[src/rtl/mem_copy_engine.sv]
// mem_copy_engine
//   Bus initiator for the data_memory port. It copies a block of 64-bit
//   doublewords from src to dst, or fills dst with a constant pattern, so the
//   core does not have to. It drives the same signal set that the core drives.
//   Only one initiator owns the port at a time; the mux sits at the top level.
//
// Ports
//   clk_i          system clock, rising edge
//   rst_ni         asynchronous active-low reset
//   start_i        one-cycle request, sampled only in IDLE
//   mode_i         0 = copy src->dst, 1 = fill dst with fill_value_i
//   src_addr_i     copy source byte address (bits [2:0] ignored)
//   dst_addr_i     destination byte address (bits [2:0] ignored)
//   len_i          number of doublewords to transfer
//   fill_value_i   pattern written in fill mode
//   abort_i        stop an active transfer; the access in the current cycle completes
//   busy_o         high while a transfer is in RD/WR
//   done_o         one-cycle pulse when a transfer completes normally
//   W_en_o/R_en_o  data_memory write/read enables (never both high)
//   addr_o         data_memory byte address
//   RW_type_o      access type, always doubleword (3'b011)
//   WD_o           data_memory write data
//   RD_i           data_memory read data, combinational from addr_o
//
// state | meaning
// ------+------------------------------------------------------------
// IDLE  | waiting for start_i
// RD    | copy only: read src word into buffer
// WR    | write buffer (copy) or fill value (fill) to dst, advance pointers
// FIN   | one-cycle done pulse, then back to IDLE

module mem_copy_engine #(
    parameter int DATA_WIDTH = 64,
    parameter int LEN_WIDTH  = 16
) (
    input  logic                  clk_i,
    input  logic                  rst_ni,
    input  logic                  start_i,
    input  logic                  mode_i,
    input  logic [DATA_WIDTH-1:0] src_addr_i,
    input  logic [DATA_WIDTH-1:0] dst_addr_i,
    input  logic [LEN_WIDTH-1:0]  len_i,
    input  logic [DATA_WIDTH-1:0] fill_value_i,
    input  logic                  abort_i,
    output logic                  busy_o,
    output logic                  done_o,
    output logic                  W_en_o,
    output logic                  R_en_o,
    output logic [DATA_WIDTH-1:0] addr_o,
    output logic [2:0]            RW_type_o,
    output logic [DATA_WIDTH-1:0] WD_o,
    input  logic [DATA_WIDTH-1:0] RD_i
);

    typedef enum logic [1:0] {
        S_IDLE = 2'd0,
        S_RD   = 2'd1,
        S_WR   = 2'd2,
        S_FIN  = 2'd3
    } state_t;

    localparam logic [DATA_WIDTH-1:0] STEP = DATA_WIDTH'(8);

    state_t                state_q, state_d;
    logic [DATA_WIDTH-1:0] src_q, src_d;
    logic [DATA_WIDTH-1:0] dst_q, dst_d;
    logic [LEN_WIDTH-1:0]  rem_q, rem_d;
    logic                  mode_q, mode_d;
    logic [DATA_WIDTH-1:0] fill_q, fill_d;
    logic [DATA_WIDTH-1:0] buf_q, buf_d;
    // Last driven addr/WD, so the bus holds its value outside RD/WR.
    logic [DATA_WIDTH-1:0] addr_q, addr_d;
    logic [DATA_WIDTH-1:0] wd_q, wd_d;

    always_ff @(posedge clk_i or negedge rst_ni) begin
        if (!rst_ni) begin
            state_q <= S_IDLE;
            src_q   <= '0;
            dst_q   <= '0;
            rem_q   <= '0;
            mode_q  <= 1'b0;
            fill_q  <= '0;
            buf_q   <= '0;
            addr_q  <= '0;
            wd_q    <= '0;
        end else begin
            state_q <= state_d;
            src_q   <= src_d;
            dst_q   <= dst_d;
            rem_q   <= rem_d;
            mode_q  <= mode_d;
            fill_q  <= fill_d;
            buf_q   <= buf_d;
            addr_q  <= addr_d;
            wd_q    <= wd_d;
        end
    end

    always_comb begin
        state_d   = state_q;
        src_d     = src_q;
        dst_d     = dst_q;
        rem_d     = rem_q;
        mode_d    = mode_q;
        fill_d    = fill_q;
        buf_d     = buf_q;
        W_en_o    = 1'b0;
        R_en_o    = 1'b0;
        addr_o    = addr_q;
        WD_o      = wd_q;
        RW_type_o = 3'b011;
        busy_o    = (state_q == S_RD) || (state_q == S_WR);
        done_o    = (state_q == S_FIN);

        case (state_q)
            S_IDLE: begin
                if (start_i) begin
                    src_d  = {src_addr_i[DATA_WIDTH-1:3], 3'b000};
                    dst_d  = {dst_addr_i[DATA_WIDTH-1:3], 3'b000};
                    rem_d  = len_i;
                    mode_d = mode_i;
                    fill_d = fill_value_i;
                    if (len_i == '0) begin
                        state_d = S_FIN;
                    end else if (mode_i) begin
                        state_d = S_WR;
                    end else begin
                        state_d = S_RD;
                    end
                end
            end
            S_RD: begin
                R_en_o  = 1'b1;
                addr_o  = src_q;
                buf_d   = RD_i;
                state_d = abort_i ? S_IDLE : S_WR;
            end
            S_WR: begin
                W_en_o = 1'b1;
                addr_o = dst_q;
                WD_o   = mode_q ? fill_q : buf_q;
                dst_d  = dst_q + STEP;
                src_d  = src_q + STEP;
                rem_d  = rem_q - LEN_WIDTH'(1);
                // Abort takes priority over completion: no done pulse.
                if (abort_i) begin
                    state_d = S_IDLE;
                end else if (rem_q == LEN_WIDTH'(1)) begin
                    state_d = S_FIN;
                end else begin
                    state_d = mode_q ? S_WR : S_RD;
                end
            end
            S_FIN: begin
                state_d = S_IDLE;
            end
            default: begin
                state_d = S_IDLE;
            end
        endcase

        addr_d = addr_o;
        wd_d   = WD_o;
    end

endmodule

[config.mk]
export PLATFORM = sky130hd
export DESIGN_NAME = mem_copy_engine
export DESIGN_NICKNAME = d
export VERILOG_FILES = /design/src/rtl/mem_copy_engine.sv
export SDC_FILE = /design/constraint.sdc
export NUM_CORES = 1
export LEC_CHECK = 0
export CAP_MARGIN = 25
export CORE_MARGIN = 4
export CORE_UTILIZATION = 56
export DETAILED_ROUTE_END_ITERATION = 6
export PLACE_DENSITY = 0.83
export REMOVE_ABC_BUFFERS = 1
export SKIP_LAST_GASP = 1
export SYNTH_ARGS = -nofsm -noshare
export SYNTH_HDL_FRONTEND = slang
export SYNTH_SLANG_ARGS = --single-unit
[constraint.sdc]
create_clock -name clk_i -period 4 [get_ports clk_i]
set_clock_uncertainty 0.1 [all_clocks]
set_input_delay 0.8 -clock clk_i [delete_from_list [all_inputs] [get_ports clk_i]]
set_output_delay 0.8 -clock clk_i [all_outputs]
set_load 0.01 [all_outputs]
# After elaboration in Yosys (flattened, before gate mapping)
# Cells that the tools add are included.
# op_classes
add_sub_neg	3
multipliers	0
div	0
n_lt_le_gt_ge	0
eq_ne	5
n_shift	0
mux	19
n_bitwise	0
n_reduce_logical	6
# op_table
operator	count
$pmux 64 s2	3
$mux 64	4
$add 64x4->64 const B	2
$pmux 16 s2	1
$eq 16x1->1 const B	1
$logic_not 16->1	1
$mux 16	1
$sub 16x1->16 const B	1
$mux 2	7
$pmux 2 s4	1
$eq 2x2->1 const B	2
$reduce_and 2->1	2
$eq 2x1->1 const B	1
$logic_not 2->1	1
$mux 1	2
$ne 2x2->1 const B	1
$reduce_bool 2->1	1
$logic_or 1x1->1	1
# totals
ff_bits	403
latch_bits	0
mem_bits_rw	0
romBits	0
inputBits	277
out_inout_bits	135
n_memories	0

# Longest topological paths before layout
# Gate-level depths: netlist (run 1).
# depth
ltp_word	4
depth_mapped	11
ltp_nobuf	8

# Least setup slack after synthesis (run 1)
# OpenSTA, ideal clock, no wires.
# synth_timing
path_kind	reg2out
from	reg state_q[0]
to	out WD_o[21]
t_arrival_ps	1991
t_required_ps	3100
setup_slack_ps	1109
path_stages_with_launch	9
cell_sequence	dfrtp_1 inv_1 ha_1 buf_2 clkbuf_1 clkbuf_1 buf_1 nor2_1 a21oi_1
# synth_between
elab_chain_cells	2
# synth_rtl
item	line_no	text
start, declared	64	state_t state_q, state_d;
start signal, assigned	87	state_q <= state_d;
$eq 2x2->1	115	case (state_q)
$mux 64	115	
end, declared	51	output logic [DATA_WIDTH-1:0] WD_o,
# Every way passes these cells.

# Worst setup path in the final report (run 1)
# layout_timing
from	reg state_q[1]
to	out addr_o[14]
# layout_between
elab_chain_cells	2
word_cells_on_any_way	3
classes_between	2 x eq/ne; 1 x mux
# layout_rtl
item	line_no	text
$eq 2x2->1 or $eq 2x1->1 (tied branches)	115	
$pmux 64 s2 (*)	115	
end, declared	49	output logic [DATA_WIDTH-1:0] addr_o,
# Every way passes the cells marked *; elsewhere a longest branch is shown, timed or not.

==> results.toml, run 1 <==
[logic_synthesis]
syn_inst = 1941
synth_xor_area_share_pct = 0
synth_area_leaders = "dfrtp_1, mux2_2, a21oi_1"
synth_seq_cells = 397
syn_area_um2 = 19400
avgSynthCellArea_um2 = 9.99
synthDistinctLibCells = 55
yosysTopAreaCell = "dfrtp_1"
synthAdderAreaFrac_pct = 0.516
synthSimpleGateAreaFrac_pct = 14.9
async_reset_ff_share_pct = 100
synth_top_family_by_area = "compound AO/OA/AOI/OAI gates"
synth-edff-count = 0
synth_ff_type = "dfrtp_1"
yosysWarningCount = 0
ys_seq_area_share_pct = 51.2
yosysTopAreaCellShare_pct = 51.2
synth_compound_area_share_pct = 17.6
synthMuxAreaShare_pct = 12.1

[global_route]
grt_usage_pct = 32.5
gr-total-overflow = 0
antenna_found_initial = 15
grt_pass1_vias = 18000
grt_pass1_wl_mm = 99.7
grt_max_degree = 98

[routing]
drtIter0Drc = 1875
dr.pass1.iters = 7
vias = 17600
via_per_inst = 6.33
drc_errors = 1
wl_mm = 63.7
ant_nets = 0
wl_per_cell_um = 22.9

[cts]
cts_resized = 0
insertion_delay_ps = 540
h-tree-depth = 2
cts_buffers = 44
clock-sinks = 397
cts.hold.buffers_added = 0
post-cts-setup-buffers = 0
clock_path_buffers = 3
cts_root_buf = "clkbuf_16"
cts_tree = "done"
cts.clk_slew.worst_paths_ps = 60

[final_layout]
fin_util_pct = 75.5
finish.instance_area_um2 = 25600
final_common_cell = "clkdlybuf4s50_1"
n_fill_cell = 2264
drive_gt1_share_pct = 12.0
final_cell_mix = "clkdlybuf4s50_1, dfrtp_1, a21oi_1"
syn_to_final_growth_pct = 32.0
nNetsFinal = 2581

[critical_path]
required_ps = 3100
slowest_delay_ps = 640
ff2ff_path_depth = 9
cp-end-kind = "primary output"
cp.buffers_inverters = 3
start_kind = "flop"
path_delay_family = "buffers and inverters"
path_class = "flop to primary output"
cp.arrival_ps = 2950
path_cells = "inv_1, ha_4, buf_4, nor2_1, a21oi_1, clkdlybuf4s50_1"
crit_fanout = 28
cpMaxStageDelayCell = "clkdlybuf4s50_1"
crit_cells = 6

[sta]
finalCriticalPeriod_ps = 3850
tightest_slew_ps = 966
slew_violations = 0
slew_headroom_pct = 35.6
period_share_pct = 96.2
rsz0062_at_grt = "false"
finalHoldViolCount = 0
max_freq_ghz = 0.260
setup_viol = 0

[outcome]
status = "finished, violations left"
violations = "DRC"

[die]
row_count = 67
dieWidth_um = 194
ios = 412
initial_core_util_pct = 57.2
die_area_um2 = 37700
core-area_um2 = 33900
die_h_um = 194

[placed_design]
gp_congestion = 0.982
placed_area_um2 = 24100
portBuffers = 402
hpwl_mm = 43.7

[min_path]
hold_class = "input port to asynchronous set/reset pin"

[power_and_ir_drop]
p_leak_nw = 10.5
ir_worst_vdd_mv = 0.636
power_density_nw_per_um2 = 930

[flow_run]
cap_violations = 0
-- area by class of cell --
type	count	area, um^2	area share [%]
well taps	448	561	2.19
flip-flops and latches	397	9940	38.9
clock buffers	66	1310	5.14
multi-input cells	1368	8840	34.6
diodes	10	25.0	0.0978
repair buffers	459	4660	18.2
clock inverters	10	144	0.562
inverters	26	97.6	0.382
-- worst reg2reg max path, stage by stage (launching register included) --
cell and delay, ps:
dfrtp_1 420, inv_1 180, ha_4 370, and4_1 280
nand4_1 410, nor4_2 410, buf_4 240, nand3_1 310
or4_1 580, nand3_1 120
-- cells in the mapped netlist (6+ instances only) --
library cell  count
dfrtp_1         397
a21oi_1         241
nor2_1          173
mux2_2          130
clkbuf_1        125
nand2_1         101
mux2i_1          89
nand3_1          82
o21ai_0          78
o22ai_1          69
a22oi_1          65
and3_1           43
nand4_1          37
nor3_1           27
or4_1            26
a31oi_1          25
inv_1            25
o211ai_1         20
and4_1           18
buf_1            17
nor4_1           16
o31ai_1          15
and2_1           13
or3_1            10
a2bb2oi_1         8
ha_1              8
nand2b_1          8
a32oi_1           7
a21o_1            6
-- flip-flops by register name, indices dropped and copies added, names as in the netlist --
register and flops:
mode_q 1, fill_q 64, rem_q 16, state_q 2, buf_q 64, src_q 61
wd_q 64, dst_q 61, addr_q 64
-- metrics by stage --
step	TNS [ps]	hold WS, ps	worst slack, ps	instances	power (mW)
final	0	190	152	2784	23.8
after global routing	0	252	37.2	2783	25.2
after floorplan	-2904950	363	-19020	1791	14.1
after global placement	0	387	556	2696	18.8
after detailed placement	0	391	413	2696	19.4
after CTS	0	235	27.2	2772	23.6
-- path summary, 6_finish.rpt --
path | startpoint | endpoint | slack (ps)
worst min register to register | dst_q[29]$_DFFE_PN0P_ | dst_q[29]$_DFFE_PN0P_ | 410
worst max-delay path | state_q[1]$_DFFE_PN0P_ | addr_o[14] | 150
min in group clk_i | dst_q[29]$_DFFE_PN0P_ | dst_q[29]$_DFFE_PN0P_ | 410
max in group asynchronous | rst_ni | mode_q$_DFFE_PN0P_ | 2630
worst min-delay path | rst_ni | addr_q[1]$_DFF_PN0_ | 190
worst max register to register | state_q[0]$_DFFE_PN0P_ | dst_q[55]$_DFFE_PN0P_ | 500
-- layer usage --
| metal | routed length, um | up-vias | global-route usage [%] |
|---|---|---|---|
| li1 | - | 7923 | - |
| met1 | 23400 | 8612 | 40.1 |
| met2 | 31000 | 921 | 54.1 |
| met4 | 2580 | 10 | 12.9 |
| met5 | 63 | - | 0 |
| met3 | 6740 | 166 | 9.77 |
-- report_power, final --
part           total [mW]  leakage [nW]  internal, mW  switching (mW)
Combinational        11.8          5.13          5.58            6.19
Clock                4.08         0.720          2.45            1.63
Sequential           7.94          4.63          6.13            1.81
-- kinds of logic after synthesis --
logic type               after synthesis
AND/OR/NAND/NOR                      570
buffers and inverters                177
adder cells (fa/ha/maj)                8
other                                  2
flip-flops                           397
multiplexers                         219
AO/OA/AOI/OAI                        568
No activity file was read; power rests on OpenSTA's default activity.
==> run 2: changes to the inputs <==
--- a/config.mk
+++ b/config.mk
@@ -5,13 +5,13 @@
 export SDC_FILE = /design/constraint.sdc
 export NUM_CORES = 1
 export LEC_CHECK = 0
-export CAP_MARGIN = 25
 export CORE_MARGIN = 4
 export CORE_UTILIZATION = 56
 export DETAILED_ROUTE_END_ITERATION = 6
-export PLACE_DENSITY = 0.83
+export PLACE_DENSITY_LB_ADDON = 0.15
 export REMOVE_ABC_BUFFERS = 1
 export SKIP_LAST_GASP = 1
+export SLEW_MARGIN = 15
 export SYNTH_ARGS = -nofsm -noshare
 export SYNTH_HDL_FRONTEND = slang
 export SYNTH_SLANG_ARGS = --single-unit
==> results.toml, run 2 (synthesis results as in run 1) <==
[final_layout]
final_cells = 2758
nNetsFinal = 2560
final_cell_mix = "clkdlybuf4s50_1, dfrtp_1, a21oi_1"
regArea_um2 = 9940
n_fill_cell = 2344
fin_util_pct = 74.8
final_common_cell = "clkdlybuf4s50_1"
syn_to_final_growth_pct = 30.6
multi_input_area_um2 = 8840
drive_gt1_share_pct = 11.1

[routing]
vias = 17300
wl_mm = 61.9
via_per_inst = 6.29
drc_errors = 0
dr.pass1.iters = 6
ant_nets = 0
wl_per_cell_um = 22.4
drtIter0Drc = 1412

[sta]
setup_viol = 0
period_share_pct = 97.1
rsz0062_at_grt = "true"
finalHoldViolCount = 0
finalSetupTns_ps = 0
max_freq_ghz = 0.257
finalCriticalPeriod_ps = 3880
tightest_slew_ps = 953
slew_headroom_pct = 36.4
slew_violations = 0

[power_and_ir_drop]
switching_power_mw = 9.38
ir_worst_vdd_mv = 0.553
p_leak_nw = 10.3
netSwitchingFraction_pct = 40.2
pwr-share-clk_pct = 17.1
p_int_mw = 13.9
power_density_nw_per_um2 = 920
seqPwrFrac_pct = 34.0
fin_total_pwr_mw = 23.3
power_frac_comb_pct = 49.0

[die]
core-area_um2 = 33900
initial_core_util_pct = 57.2
die_area_um2 = 37700
ios = 412
row_count = 67
die_h_um = 194
dieWidth_um = 194

[cts]
cts.hold.buffers_added = 0
cts_tree = "done"
h-tree-depth = 2
cts_root_buf = "clkbuf_16"
clock_path_buffers = 3
clock-sinks = 397
cts_buffers = 43
insertion_delay_ps = 550
cts.clk_slew.worst_paths_ps = 60

[critical_path]
reg2reg_from = "state_q[0]$_DFFE_PN0P_"
ff2ff_path_depth = 8
ff2ff_setup_slack_ps = 380
required_ps = 3100
crit_fanout = 25
cpMaxStageDelayCell = "clkdlybuf4s50_1"
cp-end-kind = "primary output"
cp.arrival_ps = 2980
slowest_delay_ps = 630
start_kind = "flop"
path_cells = "inv_1, ha_4, buf_4, a22oi_1, a21oi_1, clkdlybuf4s50_1"
rr_endpoint = "dst_q[42]$_DFFE_PN0P_"
path_class = "flop to primary output"

[global_route]
grt_pass1_vias = 17400
grt_max_degree = 98
grt_usage_pct = 31.4
met3_usage_pct = 10.3
busiest_layer = "met2"
gr-total-overflow = 0
grt_pass1_wl_mm = 96.4
use_met1_pct = 38.9
met2_usage_pct = 51.9
antenna_found_initial = 11

[placed_design]
dp.cells = 2676
gp_congestion = 0.974
portBuffers = 402
hpwl_mm = 42.0

[outcome]
status = "finished, final reports clean"

[min_path]
hold_class = "input port to asynchronous set/reset pin"

[flow_run]
cap_violations = 0
## run 2: cell types whose count changed in the layout (fill, tap and decap cells not counted)
cell,before,now
buf_12,16,11
buf_16,0,1
buf_4,40,23
buf_6,1,2
clkbuf_1,9,11
clkbuf_16,44,43
clkbuf_8,13,10
clkinv_8,1,0
diode_2,10,6
inv_16,0,1
## run 2: critical path: cells and delay by family (launching register included)
kind | cells | cell delay, ps
buffers and inverters | 3 | 1220
DFF | 1 | 430
adders and majority gates | 1 | 360
AOI/OAI and AO/OA | 2 | 410
## run 2: cell type report
cell class / count / area share (%)
clock inverter: 10 / 0.583
clock buffer: 64 / 4.96
sequential: 397 / 39.2
tap: 448 / 2.21
inverter: 26 / 0.385
antenna: 6 / 0.0593
timing repair buffer: 439 / 17.7
multi-input combinational: 1368 / 34.9
## run 2: per-layer routing
metal / wire, um / part of all wire, %
met4: 2280 / 3.7
met1: 23200 / 37
met3: 6490 / 10
met2: 29900 / 48
met5: 72 / 0.12
## run 2: how the worst max path moves through the flow
| stage | endpoint | cells past startpoint | start |
|---|---|---|---|
| 2_1_floorplan | dst_q[5]$_DFFE_PN0P_ | 7 | state_q[0]$_DFFE_PN0P_ |
| 3_3_place_gp | dst_q[42]$_DFFE_PN0P_ | 8 | state_q[0]$_DFFE_PN0P_ |
| 3_5_place_dp | dst_q[42]$_DFFE_PN0P_ | 8 | state_q[0]$_DFFE_PN0P_ |
| 4_1_cts | WD_o[46] | 6 | state_q[0]$_DFFE_PN0P_ |
| 5_1_grt | WD_o[0] | 6 | state_q[0]$_DFFE_PN0P_ |
| 6_report | addr_o[13] | 6 | state_q[1]$_DFFE_PN0P_ |
## run 2: repair_timing
item | CTS | global route
endpoints found under the setup margin | 0 | 66
resized for setup | 0 | 1
setup buffers | 0 | 2
## run 2: per-stage QoR
stage          hold WS, ps  setup slack [ps]  cell area, um^2
2_1_floorplan          363            -19020            18800
3_3_place_gp           382               476            23900
3_5_place_dp           393               374            23900
4_1_cts                217              31.7            25300
5_1_grt                231             0.234            25300
6_report               181               116            25300
## run 2: power groups by stage
stage / Clock, mW / Sequential, mW / Combinational [mW]
2_1_floorplan: 0 / 7.43 / 6.63
3_3_place_gp: 0 / 7.74 / 10.9
3_5_place_dp: 0 / 7.87 / 11.2
4_1_cts: 4.04 / 7.85 / 11.4
5_1_grt: 4.21 / 8.17 / 12.4
6_report: 3.98 / 7.92 / 11.4
==> run 3: changes to the inputs <==
--- a/config.mk
+++ b/config.mk
@@ -5,13 +5,12 @@
 export SDC_FILE = /design/constraint.sdc
 export NUM_CORES = 1
 export LEC_CHECK = 0
-export CORE_MARGIN = 4
+export CORE_MARGIN = 5
 export CORE_UTILIZATION = 56
 export DETAILED_ROUTE_END_ITERATION = 6
 export PLACE_DENSITY_LB_ADDON = 0.15
 export REMOVE_ABC_BUFFERS = 1
 export SKIP_LAST_GASP = 1
-export SLEW_MARGIN = 15
 export SYNTH_ARGS = -nofsm -noshare
 export SYNTH_HDL_FRONTEND = slang
 export SYNTH_SLANG_ARGS = --single-unit
==> results.toml, run 3 (synthesis results as in run 1) <==
[outcome]
status = "finished, final reports clean"

[final_layout]
final_cell_mix = "clkdlybuf4s50_1, dfrtp_1, a21oi_1"
drive_gt1_share_pct = 11.8
syn_to_final_growth_pct = 31.3
fin_util_pct = 74.1
final_cells = 2782
final_common_cell = "clkdlybuf4s50_1"
nNetsFinal = 2579

[cts]
cts_root_buf = "clkbuf_16"
clock-sinks = 397
cts.hold.buffers_added = 0
cts.clk_slew.worst_paths_ps = 60
cts_buffers = 43
clock_path_buffers = 3
cts_tree = "done"
insertion_delay_ps = 560
h-tree-depth = 2

[sta]
max_freq_ghz = 0.261
slew_headroom_pct = 44.4
period_share_pct = 95.9
finalCriticalPeriod_ps = 3840
fin_ws_ps = 163
tightest_slew_ps = 827
rsz0062_at_grt = "false"
slew_violations = 0
setup_viol = 0
finalSetupTns_ps = 0
finalHoldViolCount = 0

[critical_path]
start_kind = "flop"
slowest_delay_ps = 600
critPathLaunch = "state_q[1]$_DFFE_PN0P_"
ff2ff_setup_slack_ps = 570
path_class = "flop to primary output"
crit_fanout = 27
required_ps = 3100
path_cells = "inv_1, ha_4, buf_4, nor2_1, a21oi_1, clkdlybuf4s50_1"
rr_endpoint = "dst_q[51]$_DFFE_PN0P_"
reg2reg_from = "state_q[0]$_DFFE_PN0P_"
cpMaxStageDelayCell = "ha_4"
cp-end-kind = "primary output"
cp.arrival_ps = 2940
ff2ff_path_depth = 8

[routing]
wl_per_cell_um = 22.2
vias = 17400
wl_mm = 61.7
via_per_inst = 6.24
dr.pass1.iters = 5
drc_errors = 0
drtIter0Drc = 1648
ant_nets = 0

[placed_design]
portBuffers = 402
pre_cts_slack_ps = 550
gp_congestion = 0.926
dp.cells = 2702
hpwl_mm = 43.1

[global_route]
antenna_found_initial = 10
grt_max_degree = 74
grt_usage_pct = 31.0
grt_pass1_wl_mm = 95.6
grt_pass1_vias = 17400
gr-total-overflow = 0

[power_and_ir_drop]
power_frac_comb_pct = 49.3
p_int_mw = 14.0
fin_total_pwr_mw = 23.3
power_density_nw_per_um2 = 916
seqPwrFrac_pct = 33.9
pwr-share-clk_pct = 16.8
netSwitchingFraction_pct = 40.2
switching_power_mw = 9.37
ir_worst_vdd_mv = 0.635
p_leak_nw = 10.4

[die]
ios = 412
die_area_um2 = 38400
row_count = 68
die_h_um = 196
core-area_um2 = 34400
initial_core_util_pct = 56.4
dieWidth_um = 196

[flow_run]
cap_violations = 0

[min_path]
hold_class = "input port to asynchronous set/reset pin"
==> run 3: critical path, delay by kind of cell (launching register included) <==
family | cells | cell delay (ps)
buffers and inverters | 3 | 1040
adders and majority gates | 1 | 600
DFF | 1 | 430
AOI/OAI and AO/OA | 1 | 210
and+or+nand+nor | 1 | 80
==> run 3: worst max-delay path by stage <==
stage / slack [ps] / to
after floorplan: -19020 / dst_q[5]$_DFFE_PN0P_
after global placement: 660 / dst_q[55]$_DFFE_PN0P_
after detailed placement: 550 / dst_q[51]$_DFFE_PN0P_
after CTS: 60 / addr_o[23]
after global routing: 40 / addr_o[54]
final: 160 / addr_o[4]
==> run 3: routing by layer <==
metal  vias to the layer above  track usage [%]  wire length, um
met5                         -                0               68
met2                       757             51.5            30100
met3                       131             9.70             6120
li1                       7931                -                -
met1                      8528             38.9            23500
met4                        10             10.0             1860
==> run 3: cell type report <==
type	instances	area [um^2]
flip-flops and latches	397	9940
fillers	2393	8910
multi-input cells	1368	8840
repair buffers	458	4610
clock buffers	66	1310
well taps	455	569
inverters	26	97.6
clock inverters	7	75.1
diodes	5	12.5
==> run 3: power groups by stage <==
| stage | Combinational [mW] | Clock (mW) | Sequential (mW) |
|---|---|---|---|
| 2_1_floorplan | 6.63 | 0 | 7.43 |
| 3_3_place_gp | 11.0 | 0 | 7.75 |
| 3_5_place_dp | 11.3 | 0 | 7.87 |
| 4_1_cts | 11.4 | 3.96 | 7.84 |
| 5_1_grt | 12.5 | 4.16 | 8.16 |
| 6_report | 11.5 | 3.92 | 7.90 |
==> run 3: timing repair <==
item                       in CTS  in global routing
hold endpoints to repair        0                  0
setup buffers                   0                  2
resized for setup               0                  0
setup endpoints to repair       0                 31
==> run 3: through the flow <==
step                hold slack [ps]  instance area (um^2)
finish                          133                 25500
floorplan                       363                 18800
global route                    174                 25500
detailed placement              394                 24000
global placement                387                 24000
CTS                             147                 25400
